==> src/rtl/cdm_pkg.sv <==
// Shared types and helpers for the cell delay meter.
package cdm_pkg;

  // Default build configuration.
  // The result struct below is sized from these values, so a top that
  // overrides NCH or CNT_W must be built against a matching package.
  localparam int unsigned CDM_NCH   = 4;
  localparam int unsigned CDM_CNT_W = 16;

  // Channel-select width.
  // It is wide enough to hold every channel index and also the value nch
  // itself, so an out-of-range request can reach the design and be
  // flagged instead of silently aliasing onto a real channel.
  function automatic int unsigned ch_w(input int unsigned nch);
    return $clog2(nch + 1);
  endfunction

  localparam int unsigned CDM_CH_W = ch_w(CDM_NCH);

  // Measurement sequencer states.
  typedef enum logic [2:0] {
    ST_IDLE    = 3'd0,
    ST_SETTLE  = 3'd1,
    ST_FIRE    = 3'd2,
    ST_MEASURE = 3'd3,
    ST_DONE    = 3'd4
  } state_e;

  // Registered measurement result.
  typedef struct packed {
    logic [CDM_CNT_W-1:0] cnt;
    logic [CDM_CH_W-1:0]  ch;
    logic                 edge_pol;
    logic                 tmo;
    logic                 err;
  } res_t;

endpackage

==> src/rtl/sense_sync.sv <==
// Multi-flop synchroniser for one asynchronous chain output.
module sense_sync
  import cdm_pkg::*;
#(
  parameter int unsigned STAGES = 2
) (
  input  logic clk,
  input  logic rn,
  input  logic d_i,
  output logic q_o
);

  logic [STAGES-1:0] sync_q;

  // Shift the asynchronous input through the flop chain; clear it on reset.
  always_ff @(posedge clk or negedge rn) begin
    if (!rn) begin
      sync_q <= '0;
    end else begin
      sync_q <= {sync_q[STAGES-2:0], d_i};
    end
  end

  assign q_o = sync_q[STAGES-1];

endmodule

==> src/rtl/cell_delay_meter.sv <==
// Propagation-delay meter.
// The meter pre-conditions a chain input, fires an edge into it, and
// counts clk cycles until the synchronised chain output follows.
module cell_delay_meter
  import cdm_pkg::*;
#(
  parameter  int unsigned NCH         = CDM_NCH,
  parameter  int unsigned CNT_W       = CDM_CNT_W,
  parameter  int unsigned SYNC_STAGES = 2,
  parameter  int unsigned SETTLE_CYC  = 8,
  parameter  int unsigned TIMEOUT_CYC = (1 << CNT_W) - 1,
  localparam int unsigned CH_W        = ch_w(NCH)
) (
  input  logic             clk,
  input  logic             rn,
  input  logic             start,
  input  logic [CH_W-1:0]  ch_sel,
  input  logic             edge_pol,
  output logic [NCH-1:0]   launch,
  input  logic [NCH-1:0]   sense,
  output logic             busy,
  output logic             res_valid,
  input  logic             res_ready,
  output logic [CNT_W-1:0] res_cnt,
  output logic [CH_W-1:0]  res_ch,
  output logic             res_edge,
  output logic             res_tmo,
  output logic             res_err
);

  localparam logic [CNT_W-1:0] SETTLE_LAST_C = CNT_W'(SETTLE_CYC - 1);
  localparam logic [CNT_W-1:0] TMO_C         = CNT_W'(TIMEOUT_CYC);
  localparam logic [CH_W-1:0]  NCH_C         = CH_W'(NCH);

  state_e           state_q, state_d;
  logic [CNT_W-1:0] cnt_q, cnt_d;
  logic [CH_W-1:0]  ch_q, ch_d;
  logic             pol_q, pol_d;
  logic [NCH-1:0]   launch_q, launch_d;
  logic             busy_q, busy_d;
  logic             res_valid_q, res_valid_d;
  res_t             res_q, res_d;

  logic [NCH-1:0]   sense_sync_s;
  logic             sel_sense_s;

  for (genvar g = 0; g < NCH; g++) begin : g_sync
    sense_sync #(
      .STAGES (SYNC_STAGES)
    ) u_sense_sync (
      .clk (clk),
      .rn  (rn),
      .d_i (sense[g]),
      .q_o (sense_sync_s[g])
    );
  end

  // Pick the synchronised sense bit of the channel under test.
  always_comb begin
    sel_sense_s = 1'b0;
    for (int i = 0; i < NCH; i++) begin
      if (ch_q == CH_W'(i)) begin
        sel_sense_s = sense_sync_s[i];
      end else begin
        sel_sense_s = sel_sense_s;
      end
    end
  end

  // Sequencer next state, shared counter, launch levels and result capture.
  always_comb begin
    state_d  = state_q;
    cnt_d    = cnt_q;
    ch_d     = ch_q;
    pol_d    = pol_q;
    launch_d = launch_q;
    res_d    = res_q;
    case (state_q)
      ST_IDLE: begin
        if (start) begin
          ch_d  = ch_sel;
          pol_d = edge_pol;
          if (ch_sel >= NCH_C) begin
            // Illegal channel: report straight away, launch lines untouched.
            state_d        = ST_DONE;
            res_d.cnt      = '0;
            res_d.ch       = ch_sel;
            res_d.edge_pol = edge_pol;
            res_d.tmo      = 1'b0;
            res_d.err      = 1'b1;
          end else begin
            state_d = ST_SETTLE;
            cnt_d   = '0;
            for (int i = 0; i < NCH; i++) begin
              if (ch_sel == CH_W'(i)) begin
                launch_d[i] = ~edge_pol;
              end else begin
                launch_d[i] = launch_q[i];
              end
            end
          end
        end else begin
          state_d = ST_IDLE;
        end
      end
      ST_SETTLE: begin
        if (cnt_q == SETTLE_LAST_C) begin
          // The edge goes out on entry to FIRE, with the count restarted from zero.
          state_d = ST_FIRE;
          cnt_d   = '0;
          for (int i = 0; i < NCH; i++) begin
            if (ch_q == CH_W'(i)) begin
              launch_d[i] = pol_q;
            end else begin
              launch_d[i] = launch_q[i];
            end
          end
        end else begin
          cnt_d = cnt_q + CNT_W'(1);
        end
      end
      ST_FIRE: begin
        state_d = ST_MEASURE;
        cnt_d   = cnt_q + CNT_W'(1);
      end
      ST_MEASURE: begin
        if (sel_sense_s == pol_q) begin
          state_d        = ST_DONE;
          res_d.cnt      = cnt_q;
          res_d.ch       = ch_q;
          res_d.edge_pol = pol_q;
          res_d.tmo      = 1'b0;
          res_d.err      = 1'b0;
        end else if (cnt_q >= TMO_C) begin
          state_d        = ST_DONE;
          res_d.cnt      = TMO_C;
          res_d.ch       = ch_q;
          res_d.edge_pol = pol_q;
          res_d.tmo      = 1'b1;
          res_d.err      = 1'b0;
        end else begin
          // Stops at the timeout, so it can never wrap.
          cnt_d = cnt_q + CNT_W'(1);
        end
      end
      ST_DONE: begin
        if (res_valid_q && res_ready) begin
          state_d = ST_IDLE;
        end else begin
          state_d = ST_DONE;
        end
      end
      default: begin
        state_d = ST_IDLE;
      end
    endcase
  end

  // Status flags.
  // res_valid rises on the cycle after DONE is entered and falls with the
  // accepting handshake.
  always_comb begin
    busy_d      = (state_d != ST_IDLE);
    res_valid_d = (state_q == ST_DONE) && !(res_valid_q && res_ready);
  end

  // State, counter, launch and result registers with asynchronous clear.
  always_ff @(posedge clk or negedge rn) begin
    if (!rn) begin
      state_q     <= ST_IDLE;
      cnt_q       <= '0;
      ch_q        <= '0;
      pol_q       <= 1'b0;
      launch_q    <= '0;
      busy_q      <= 1'b0;
      res_valid_q <= 1'b0;
      res_q       <= '0;
    end else begin
      state_q     <= state_d;
      cnt_q       <= cnt_d;
      ch_q        <= ch_d;
      pol_q       <= pol_d;
      launch_q    <= launch_d;
      busy_q      <= busy_d;
      res_valid_q <= res_valid_d;
      res_q       <= res_d;
    end
  end

  assign launch    = launch_q;
  assign busy      = busy_q;
  assign res_valid = res_valid_q;
  assign res_cnt   = res_q.cnt;
  assign res_ch    = res_q.ch;
  assign res_edge  = res_q.edge_pol;
  assign res_tmo   = res_q.tmo;
  assign res_err   = res_q.err;

endmodule

==> config.mk <==
export PLATFORM = sky130hd
export DESIGN_NAME = cell_delay_meter
export DESIGN_NICKNAME = d
export VERILOG_FILES = /design/src/rtl/cdm_pkg.sv /design/src/rtl/sense_sync.sv /design/src/rtl/cell_delay_meter.sv
export SDC_FILE = /design/constraint.sdc
export NUM_CORES = 1
export LEC_CHECK = 0
export ABC_AREA = 1
export ABC_CLOCK_PERIOD_IN_PS = 2200
export BUFFER_PORTS_ARGS = -buffer_cell sky130_fd_sc_hd__buf_4
export CORE_UTILIZATION = 45
export DETAILED_ROUTE_END_ITERATION = 8
export GPL_TIMING_DRIVEN = 1
export PLACE_DENSITY = 0.76
export SYNTH_ARGS = -nofsm -noshare
export SYNTH_HDL_FRONTEND = slang
export SYNTH_SLANG_ARGS = --single-unit
==> constraint.sdc <==
create_clock -name clk -period 2.2 [get_ports clk]
set_input_delay 0.33 -clock clk [delete_from_list [all_inputs] [get_ports clk]]
set_output_delay 0.33 -clock clk [all_outputs]
set_load 0.02 [all_outputs]
==> results_dict.tcl <==
set metrics [dict create \
    cpPeakStageDelay_ns 0.45 \
    synth_area_leader_cell "dfrtp_1" \
    rsz0062_at_grt "false" \
    nNetsFinal 447 \
    grt_pass1_vias 2572 \
    design_area_um2 3650 \
    ys_warn_count 0 \
    crit_family "simple AND/OR/NAND/NOR gates" \
    final_cell_mix "nand2_1, nand3_1, dfrtp_1" \
    path_cells "nor2_2, inv_2, nor2_1, nand3_1, nand2_2, o21ai_0, nand2_1" \
    antenna_found_initial 0 \
    grt_pass1_wl_um 11700 \
    final_common_cell "nand2_1" \
    cts_root_buf "clkbuf_8" \
    worstMarginPinSlew_ns 0.737 \
    overflow 0 \
    postCtsHoldBufs 0 \
    whs_ns 0.0639 \
    grt_usage_pct 20.7 \
    r2r-start "state_q[2]" \
    crit_path_max_fanout 18 \
    yosys-top-cells-area "dfrtp_1, nand2_1, nand3_1" \
    grt_max_degree 60 \
    violations "DRC" \
    cts_made_buffers 9 \
    cp-start-kind "flip-flop" \
    synth_nets 404 \
    hold_class "in2async" \
    wl_per_cell_um 13.5 \
    drive_gt1_share_pct 18.5 \
    drv_slew 0 \
    max-vdd-ir-drop_uv 668 \
    antenna_cells 0 \
    totalNegativeSetupSlack_ns 0 \
    vias 2749 \
    core_area_um2 6490 \
    cts-resized-gates 0 \
    synth.distinct_cells 32 \
    path_buf_inv 1 \
    min_period_over_period_pct 91.2 \
    drv_cap 0 \
    syn_area_per_cell_um2 7.90 \
    clock_latency_ns 0.33 \
    ys_seq_area_share_pct 47.8 \
    rows 29 \
    finalPower_mw 3.75 \
    slew_headroom_pct 50.9 \
    area_growth_pct 18.3 \
    critPathRequiredTime_ns 2.46 \
    die_y_um 84.9 \
    start_util_pct 47.6 \
    place_area_um2 3430 \
    routed_wirelength_um 6990 \
    gp_congestion 0.927 \
    die_area_um2 7200 \
    synthCells 391 \
    fin_crit_ns 2.01 \
    p_per_area_nw_per_um2 1030 \
    io_pins 40 \
    critPathArrivalTime_ns 2.27 \
    fmax_ghz 0.499 \
    synth_top_area_share_pct 47.8 \
    cts_tree "done" \
    ant_nets 0 \
    ys_seq_elements 59 \
    setup_viol 0 \
    clock-skew-final_ns 0.00758 \
    dpl.hpwl_um 4940 \
    hold_viol_final 0 \
    drt_iter0_drc 183 \
    avgViaCountPerCell 5.33 \
    drc 5 \
    crit_start "state_q[2]" \
    syn-cell-area_um2 3090 \
    critical-path-slowest-cell "dfrtp_1" \
    p_leak_nw 1.86 \
    fp.dieW_um 84.9 \
    post_cts_buffers 0 \
    drtPass1Iterations 7 \
    path_clk_slew_ns 0.07 \
    status "finished with violations" \
    critical_path_class "reg2reg" \
    io_buffers 39 \
    clockBufferDepth 2 \
    clock_sinks 59 \
    cts.htree.levels 3 \
    cp-end-kind "flip-flop" \
]
[metrics by stage]
step | setup WS (ns) | instances | util, %
floorplan | 0.564 | 391 | -
global placement | 0.269 | 500 | 52.9
detailed placement | 0.215 | 500 | 52.9
CTS | 0.147 | 516 | 56.1
global route | 0.0272 | 516 | 56.3
finish | 0.195 | 516 | 56.3
[registers in the layout, indices dropped and copies added (netlist names), 3 cells and up]
name                        flops
state_q                         3
launch                          4
g_sync.u_sense_sync.sync_q      8
res_cnt                        16
res_ch                          3
ch_q                            3
cnt_q                          16
[path summary, 6_finish.rpt]
check / endpoint / slack [ns] / cells past startpoint
worst max-delay path: res_cnt[10] / 0.19 / 7
worst min-delay path: state_q[2] / 0.06 / 1
worst max register to register: res_cnt[10] / 0.19 / 7
worst min register to register: g_sync[0].u_sense_sync.sync_q[1] / 0.35 / 0
max in group asynchronous: res_cnt[5] / 1.65 / 1
min in group clk: g_sync[2].u_sense_sync.sync_q[0] / 0.10 / 1
[final cells by class]
class,count,area (µm²)
multi-input cells,286,1400
fillers,606,2840
flip-flops and latches,59,1480
clock buffers,12,165
inverters,32,120
well taps,77,96.3
repair buffers,46,345
clock inverters,4,47.5
[where the power goes]
group | internal (mW) | total [mW] | switching (mW)
clock network | 0.612 | 1.04 | 0.427
registers | 1.25 | 1.40 | 0.143
logic | 0.415 | 1.31 | 0.898
total | 2.28 | 3.75 | 1.47
[layer usage]
| layer | vias up | track usage, % | part of all wire [%] |
|---|---|---|---|
| li1 | 1375 | - | - |
| met1 | 1284 | 28.3 | 49 |
| met2 | 88 | 33.3 | 47 |
| met3 | 2 | 4.47 | 4.5 |
| met4 | 0 | 6.16 | 0.20 |
| met5 | - | 0 | 0 |
[synth_stat cells (all sizes together)]
| library cell | instances |
|---|---|
| inv | 32 |
| o21bai | 1 |
| xor2 | 7 |
| xnor2 | 1 |
| a211oi | 1 |
| a21o | 1 |
| nand3b | 2 |
| ha | 1 |
| a31oi | 1 |
| clkbuf | 3 |
| buf | 11 |
| nor3 | 6 |
| nand4 | 10 |
| nand3 | 61 |
| nand2 | 113 |
| a21oi | 6 |
| dfrtp | 59 |
| o21ai | 36 |
| nor2 | 38 |
| o31ai | 1 |
[cell families after synthesis]
| group | synth area share [%] |
|---|---|
| AO/OA/AOI/OAI | 8.34 |
| adder cells (fa/ha/maj) | 0.405 |
| flip-flops | 47.8 |
| buffers and inverters | 7.08 |
| AND/OR/NAND/NOR | 34.1 |
| XOR/XNOR | 2.27 |
Note: power is estimated with default switching activity, not from simulation.
